File: config.mk
export PLATFORM = sky130hd
export DESIGN_NAME = pipe_stall_ctrl
export DESIGN_NICKNAME = d
export VERILOG_FILES = /design/src/rtl/pipe_stall_ctrl.sv
export SDC_FILE = /design/constraint.sdc
export NUM_CORES = 1
export LEC_CHECK = 0
export CAP_MARGIN = 20
export CORE_MARGIN = 2
export CORE_UTILIZATION = 35
export CTS_CLUSTER_DIAMETER = 50
export DETAILED_ROUTE_END_ITERATION = 16
export PLACE_DENSITY_LB_ADDON = 0.08
export SKIP_LAST_GASP = 1
export SYNTH_ARGS = -nofsm -noshare
export SYNTH_HDL_FRONTEND = slang
export SYNTH_SLANG_ARGS = --single-unit
export TNS_END_PERCENT = 1
File: constraint.sdc
create_clock -name clk -period 5.6 [get_ports clk]
set_clock_uncertainty 0.05 [all_clocks]
set_input_delay 0.56 -clock clk [delete_from_list [all_inputs] [get_ports clk]]
set_output_delay 0.56 -clock clk [all_outputs]
set_load 0.01 [all_outputs]
File: src/rtl/pipe_stall_ctrl.sv
`default_nettype none
// ============================================================================
// Module      : pipe_stall_ctrl
// Description : Prioritised stall/flush controller for the 5-stage pipeline:
//               memory freeze > load-use bubble > branch resolution wait,
//               plus a saturating stall-cycle counter.
// Revision    : 1.0 - initial release
// ============================================================================
module pipe_stall_ctrl #(
    parameter int BR_STALL = 2,
    parameter int CNT_W    = 16
) (
    input  logic             clk,
    input  logic             rst_n,
    input  logic             IDEXMemRead,
    input  logic [4:0]       IDEXRegisterRt,
    input  logic [4:0]       IFIDRegisterRs,
    input  logic [4:0]       IFIDRegisterRt,
    input  logic             IFIDUsesRt,
    input  logic             ControlBranch,
    input  logic             BranchTaken,
    input  logic             MemBusy,
    input  logic             StatClr,
    output logic             PCstall,
    output logic             IFIDstall,
    output logic             controlmux,
    output logic             IFIDflush,
    output logic             PipeFreeze,
    output logic             State,
    output logic [CNT_W-1:0] StallCount
);

    typedef enum logic [0:0] {
        RUN    = 1'b0,
        BRWAIT = 1'b1
    } state_t;

    localparam logic [2:0] c_brInit = 3'(BR_STALL - 1);

    state_t           r_state;
    state_t           w_stateNext;
    logic [2:0]       r_cnt;
    logic [2:0]       w_cntNext;
    logic [CNT_W-1:0] r_stallCount;
    logic             w_loadUse;
    logic             w_pcStall;
    logic             w_ifidStall;
    logic             w_controlMux;
    logic             w_ifidFlush;
    logic             w_pipeFreeze;

    assign w_loadUse = IDEXMemRead && (IDEXRegisterRt != 5'd0) &&
                       ((IDEXRegisterRt == IFIDRegisterRs) ||
                        (IFIDUsesRt && (IDEXRegisterRt == IFIDRegisterRt)));

    always_ff @(posedge clk or negedge rst_n) begin
        if (!rst_n) begin
            r_state <= RUN;
            r_cnt   <= 3'd0;
        end else begin
            r_state <= w_stateNext;
            r_cnt   <= w_cntNext;
        end
    end

    always_comb begin
        w_stateNext  = r_state;
        w_cntNext    = r_cnt;
        w_pcStall    = 1'b0;
        w_ifidStall  = 1'b0;
        w_controlMux = 1'b0;
        w_ifidFlush  = 1'b0;
        w_pipeFreeze = 1'b0;
        if (MemBusy) begin
            // Whole pipeline holds; the branch countdown pauses with it.
            w_pcStall    = 1'b1;
            w_ifidStall  = 1'b1;
            w_pipeFreeze = 1'b1;
        end else begin
            case (r_state)
                RUN: begin
                    if (w_loadUse) begin
                        w_pcStall    = 1'b1;
                        w_ifidStall  = 1'b1;
                        w_controlMux = 1'b1;
                    end else if (ControlBranch) begin
                        // Branch itself proceeds into EX; fetch is held behind it.
                        w_pcStall   = 1'b1;
                        w_ifidStall = 1'b1;
                        w_cntNext   = c_brInit;
                        w_stateNext = BRWAIT;
                    end
                end
                BRWAIT: begin
                    w_controlMux = 1'b1;
                    if (r_cnt != 3'd0) begin
                        w_pcStall   = 1'b1;
                        w_ifidStall = 1'b1;
                        w_cntNext   = r_cnt - 3'd1;
                    end else begin
                        w_ifidFlush = BranchTaken;
                        w_stateNext = RUN;
                    end
                end
                default: w_stateNext = RUN;
            endcase
        end
    end

    // Outputs are forced low for the whole time reset is asserted.
    assign PCstall    = rst_n & w_pcStall;
    assign IFIDstall  = rst_n & w_ifidStall;
    assign controlmux = rst_n & w_controlMux;
    assign IFIDflush  = rst_n & w_ifidFlush;
    assign PipeFreeze = rst_n & w_pipeFreeze;
    assign State      = r_state;
    assign StallCount = r_stallCount;

    always_ff @(posedge clk or negedge rst_n) begin
        if (!rst_n) begin
            r_stallCount <= '0;
        end else if (StatClr) begin
            r_stallCount <= '0;
        end else if (w_pcStall && (r_stallCount != {CNT_W{1'b1}})) begin
            r_stallCount <= r_stallCount + 1'b1;
        end
    end

endmodule
`default_nettype wire

# Word-level counts from Yosys, hierarchy flattened

Cells that the tools add are included.
Widths: inputs -> output; s select.

Bits in registers: 20
ROM bits: 0
Bits of input ports: 23
Memories kept: 0
Output and inout port bits: 22
RAM bits: 0
Latch bits: 0

Equal/unequal tests: 6
Divide/modulo/power cells: 0
Reduce and logical (&&, ||, !) cells: 9
Order comparisons: 0
Multipliers: 0
Bitwise gates (word level): 6
Muxes and demuxes: 20
$add $sub $neg: 2
Shift-type cells: 0

Operator list:

| cell                  | count |
|---|---|
| $mux 16               | 2 |
| $add 16x1->16 const B | 1 |
| $ne 16x16->1 const B  | 1 |
| $mux 1                | 11 |
| $eq 5x5->1            | 2 |
| $mux 3                | 3 |
| $pmux 1 s2            | 3 |
| $pmux 3 s2            | 1 |
| $reduce_bool 5->1     | 1 |
| $and 1x1->1           | 4 |
| $logic_and 1x1->1     | 4 |
| $ne 2x2->1 const B    | 2 |
| $reduce_and 4->1      | 1 |
| $reduce_bool 3->1     | 1 |
| $sub 3x1->3 const B   | 1 |
| $ne 2x1->1 const B    | 1 |
| $not 1->1             | 2 |
| $reduce_bool 2->1     | 1 |
| $logic_or 1x1->1      | 1 |

# Longest topological paths before layout

Gate-level depths: netlist (run 1).

Word-level depth: 10
Mapped depth: 7
Mapped depth without buffers: 6

# Worst setup path before layout (run 1)

No wires, ideal clock.

Kind: input to output
Start point: input IDEXRegisterRt[3]
End point: output PCstall
Cell stages on the path: 6
Arrival time: 1.937 ns
Path buffers: 2
Slack: 3.053 ns
Cells stage by stage: xor2_1 -> nor4_4 -> a221oi_4 -> buf_6 -> nor3b_1 -> buf_4

Longest elaborated chain between the ends: 8
Elaborated cells on any way between the ends: 11

RTL lines:

| item                  | RTL line | RTL |
|---|---|---|
| from (decl)           | 16       | `input logic [4:0] IDEXRegisterRt,` |
| $eq 5x5->1            | 54       | `(IFIDUsesRt && (IDEXRegisterRt == IFIDRegisterRt)));` |
| $logic_and 1x1->1     | 54       |  |
| $logic_or 1x1->1      | 53       | `((IDEXRegisterRt == IFIDRegisterRs) \|\|` |
| $logic_and 1x1->1 (*) | 52       | `assign w_loadUse = IDEXMemRead && (IDEXRegisterRt != 5'd0) &&` |
| $mux 1 (*)            | --       |  |
| $pmux 1 s2 (*)        | --       |  |
| $mux 1 (*)            | --       |  |
| $and 1x1->1 (*)       | --       |  |
| to (decl)             | 24       | `output logic PCstall,` |

Mark *: on every way between the ends. The rest lies on a longest branch, timed or not.

# Final worst setup path (run 1)

Start point: input MemBusy
End point: output PCstall

Longest elaborated chain between the ends: 2

RTL lines:

| item        | RTL line | RTL |
|---|---|---|
| from (decl) | 22       | `input logic MemBusy,` |
| $mux 1      | 74       | `if (MemBusy) begin` |
| $and 1x1->1 | 111      | `assign PCstall = rst_n & w_pcStall;` |

No other way between the ends.

==> flow_summary.toml, run 1 <==
[setup_path]
critPathKind = "in -> out"
arrival_ns = 2.90
crit_fanout = 16
slowest_stage = "a221oi_4"
max_stage_delay_ns = 0.67
end_kind = "primary output"
cp_common_cell = "clkdlybuf4s50_1"
required_ns = 4.99
crit_chain = "clkdlybuf4s50_1 > or3_4 > a221oi_4 > nor3b_1 > clkdlybuf4s50_1"
startpoint_type = "input port"

[sta]
hold-worst-slack_ns = 0.464
worstMarginPinSlew_ns = 1.01
relSlewSlack = 0.325
fin_tns_setup_ns = 0
fmax_ghz = 0.285
setup_viol = 0
drv_slew = 0
fin_crit_ns = 3.51
fin_crit_sh = 0.626
hold_viol = 0
rsz0062_at_grt = "false"

[yosys]
synth_edf_count = 0
syn-cell-area_mm2 = 0.00161
yosysSeqAreaShare = 0.312
yosys_warnings = 0
synth.top_cell.area_share = 0.312
synthCells = 169
async_reset_ff_frac = 1.00
syn_nets = 195
yosysTopAreaCell = "dfrtp_1"
ys.flop_type = "dfrtp_1"
synth_cell_types = 42
yosys-top-cells-area = "dfrtp_1 31%, nor4_2 7.0%, nor2b_1 6.2%, nor2_1 5.8%, mux2_1 5.6%"
avgSynthCellArea_um2 = 9.50
synth-seq-cells = 20

[power_and_ir_drop]
total_power_w = 0.000480
peakVddDrop_mv = 0.170
leakagePower_nw = 0.855
p_per_area_mw_per_mm2 = 227

[outcome]
status = "finished clean"

[routing]
drtPass1Iterations = 4
wl_per_cell_um = 13.2
antenna_left = 0
vias = 1331
drtIter0Drc = 50
drcViolationCount = 0
routed_via_density = 5.08
routed_wl_um = 3450

[grt]
antenna_found_initial = 0
grt_pass1_wl_um = 6130
grt_max_degree = 33
grt_usage = 0.148
grt_pass1_vias = 1345
grt_remaining_overflow = 0

[die]
num_rows = 24
ios = 45
fp.dieArea_mm2 = 0.00514
fp.dieW_um = 71.7
die_y_um = 71.7
core_mm2 = 0.00438
start_util = 0.366

[final_layout]
drive_gt1_frac = 0.129
fin_util = 0.482
syn_to_final_growth_pct = 31.6
nNetsFinal = 237
final_cell_mix = "44 x clkdlybuf4s50_1, 25 x nor2_1, 20 x dfrtp_1"
layoutNonFillerInstCount = 262
mostFrequentLayoutCell = "clkdlybuf4s50_1"
n_antenna_cell = 0

[job]
drv_cap = 0

[clocking]
cts_buffers = 3
cts_hold_buffers = 0
cts_max_level = 1
clkSinkCount = 20
cts_tree = "built"
clkLatencyLatePin_ns = 0.25
cts_root_buf = "clkbuf_8"
ctsResizeCount = 0
clkTransAtPathRegs_ns = 0.07
cts_buffer_depth = 2
postCtsSetupBuffers = 0

[place]
dp_hpwl_um = 2630
gp_congestion = 0.805
numPortBuffers = 44
place_inst = 258

[worst_hold_path]
hold_class = "reg -> reg"
-- synth_stat cells, types with 2 or more instances --
cell type / n
nor3_1: 2
buf_6: 3
mux2_2: 6
nor4b_1: 3
and3_1: 5
xor2_1: 9
inv_1: 3
mux2_1: 8
clkbuf_1: 3
nand2b_1: 2
buf_4: 2
nand2_1: 10
o21ai_0: 2
ha_1: 3
nor4_2: 9
and2_1: 3
dfrtp_1: 20
and4_1: 3
nor2_1: 25
nor2b_1: 16
nor4_1: 2
nand3_1: 10
-- state kept, by name, summed over array words and instances (netlist names) --
signal and cells:
StallCount 16, State 1, r_cnt 3
-- cell families (layout without fill, tap and decap cells) --
logic type,count (synthesis),in the layout,share of synthesized area
AOI/OAI and AO/OA,11,11,0.0702
xor gates and xnor gates,10,10,0.0546
adders and majority gates,3,3,0.0234
buffers and inverters,11,52,0.0444
DFF,20,20,0.312
muxes,16,16,0.114
and+or+nand+nor,98,98,0.382
-- worst max-delay path: cells and delay by family --
| family | cells | cell delay [ns] |
|---|---|---|
| buffers and inverters | 2 | 1.09 |
| and+or+nand+nor | 2 | 0.58 |
| AOI/OAI and AO/OA | 1 | 0.67 |
-- final timing paths --
| kind | from | to | slack [ns] | cells past startpoint |
|---|---|---|---|---|
| setup / recovery | MemBusy | PCstall | 2.09 | 5 |
| hold / removal | r_cnt[1] | r_cnt[1] | 0.46 | 1 |
| setup reg to reg | State | StallCount[0] | 3.33 | 4 |
| hold reg to reg | r_cnt[1] | r_cnt[1] | 0.46 | 1 |
| max in group asynchronous | rst_n | r_cnt[1] | 4.65 | 2 |
| min in group asynchronous | rst_n | StallCount[1] | 0.61 | 2 |
-- layer usage --
metal | track usage | up-vias | part of all wire
met5 | 0 | - | 0
met4 | 0.0314 | 0 | 0.010
met3 | 0.0366 | 4 | 0.029
met2 | 0.239 | 17 | 0.48
met1 | 0.202 | 632 | 0.48
li1 | - | 678 | -
-- final cells by class --
type	instances	area, um2
Clock buffer	4	55.1
Tap cell	52	65.1
Inverter	3	11.3
Sequential cell	20	500
Multi-Input combinational cell	138	1030
Fill cell	413	2270
Timing Repair Buffer	45	448
-- where the power goes --
part	total (W)	switching [W]	internal [W]	leakage [nW]
Sequential	0.000188	0.0000228	0.000165	0.268
Combinational	0.000183	0.0000905	0.0000922	0.558
Clock	0.000109	0.0000470	0.0000625	0.0288
Total	0.000480	0.000160	0.000320	0.855
-- per-stage QoR --
stage	cell area (um2)	setup slack, ns
floorplan	1610	3.05
global placement	2060	2.11
detailed placement	2060	2.08
CTS	2110	2.08
global route	2110	1.94
finish	2110	2.09
(Power assumes the default switching activity.)
==> run 2: changes to the inputs <==
==> constraint.sdc (replaced) <==
create_clock -name clk -period 3.22 [get_ports clk]
set_clock_uncertainty 0.05 [all_clocks]
set_input_delay 0.322 -clock clk [delete_from_list [all_inputs] [get_ports clk]]
set_output_delay 0.322 -clock clk [all_outputs]
set_load 0.01 [all_outputs]
==> run 2 against run 1 <==
Net effect:
- critical path depth up 1
- clock power rose by 57%
- sequential cell count unchanged
- worst hold slack improved by 0.012 ns
- first-iteration DRC count is 22% higher
- register-to-register slack got worse by 2.4 ns
- combinational power increased by 81%
- critical endpoint is now IFIDstall
- largest power group is now combinational logic
==> flow_summary.toml, run 2 (synthesized netlist as in run 1, its figures left out) <==
[clocking]
cts_max_level = 1
cts_buffers = 3
cts_tree = "built"
cts_buffer_depth = 2
clkLatencyLatePin_ns = 0.26
clkTransAtPathRegs_ns = 0.07
postCtsSetupBuffers = 0
cts_root_buf = "clkbuf_8"
cts_hold_buffers = 0
clkSinkCount = 20
ctsResizeCount = 0

[power_and_ir_drop]
leakagePower_nw = 0.863
p_per_area_mw_per_mm2 = 391
peakVddDrop_mv = 0.233

[sta]
setup_viol = 0
drv_slew = 0
fin_crit_sh = 0.871
timing.final.ws_setup_ns = 0.415
fin_crit_ns = 2.80
relSlewSlack = 0.640
worstMarginPinSlew_ns = 0.541
hold-worst-slack_ns = 0.476
hold_viol = 0
rsz0062_at_grt = "false"
fmax_ghz = 0.357
fin_tns_setup_ns = 0

[final_layout]
drive_gt1_frac = 0.137
design_area_mm2 = 0.00212
final_cell_mix = "44 x clkdlybuf4s50_1, 25 x nor2_1, 20 x dfrtp_1"
nNetsFinal = 240
n_antenna_cell = 0
layoutNonFillerInstCount = 264
mostFrequentLayoutCell = "clkdlybuf4s50_1"
syn_to_final_growth_pct = 32.2
largest_register_ffs = 16

[routing]
vias = 1364
antenna_left = 0
routed_via_density = 5.17
wl_per_cell_um = 14.1
routed_wl_um = 3730
drcViolationCount = 0
drtIter0Drc = 61
drtPass1Iterations = 4

[place]
numPortBuffers = 44
dp_hpwl_um = 2770
place_inst = 261
dpl_cell_area_mm2 = 0.00208
gp_congestion = 0.782
place_ws_ns = 0.406

[die]
ios = 45
fp.dieArea_mm2 = 0.00514
core_mm2 = 0.00438
num_rows = 24
die_y_um = 71.7
start_util = 0.366
fp.dieW_um = 71.7

[setup_path]
arrival_ns = 2.43
end_kind = "primary output"
required_ns = 2.85
crit_fanout = 3
startpoint_type = "input port"
critPathKind = "in -> out"

[outcome]
status = "finished clean"

[grt]
grt_pass1_wl_um = 6530
grt_max_degree = 33
antenna_found_initial = 0
grt_usage = 0.158
grt_remaining_overflow = 0
grt_pass1_vias = 1377

[job]
drv_cap = 0

[worst_hold_path]
hold_class = "reg -> reg"
==> run 2: changes by cell type in the layout (fill, tap and decap cells not counted), sizes merged <==
| cell | change |
|---|---|
| buf | +3 |
| clkbuf | -1 |
==> run 2: path summary, 6_finish.rpt <==
path | start | endpoint | slack [ns] | depth (start not counted)
min in group asynchronous | rst_n | StallCount[8] | 0.52 | 2
max in group asynchronous | rst_n | StallCount[10] | 2.38 | 2
max | IDEXRegisterRt[1] | IFIDstall | 0.42 | 6
min | r_cnt[1] | r_cnt[1] | 0.48 | 1
max reg2reg | StallCount[0] | StallCount[0] | 0.98 | 6
min reg2reg | r_cnt[1] | r_cnt[1] | 0.48 | 1
==> run 2: where the power goes <==
group          internal (W)  switching [W]  leakage (nW)
clock             0.0000835      0.0000877        0.0216
sequential         0.000286      0.0000400         0.268
combinational      0.000166       0.000165         0.574
==> run 2: routing by layer <==
metal | vias to the layer above | GRT usage | share of wire
li1 | 688 | - | -
met1 | 652 | 0.211 | 0.46
met2 | 20 | 0.273 | 0.51
met3 | 4 | 0.0295 | 0.030
met4 | 0 | 0.0231 | 0.0043
met5 | - | 0 | 0
==> run 2: cell type report <==
| cell class | count | area, um2 |
|---|---|---|
| tap | 52 | 65.1 |
| multi-input combinational | 138 | 1030 |
| fill | 411 | 2260 |
| timing repair buffer | 48 | 470 |
| inverter | 3 | 11.3 |
| clock buffer | 3 | 41.3 |
| sequential | 20 | 500 |
==> run 2: worst max-delay path, stage by stage <==
cell and delay, ns:
clkdlybuf4s50_1 0.48, xor2_1 0.21, nor4_4 0.35, a221oi_4 0.10, nor3b_1 0.35, clkdlybuf4s50_1 0.62
==> run 2: per-stage QoR <==
step / utilization / total power, W
global route: 0.484 / 0.000895
CTS: 0.484 / 0.000842
floorplan: - / 0.000550
detailed placement: 0.475 / 0.000666
global placement: 0.475 / 0.000656
finish: 0.484 / 0.000829
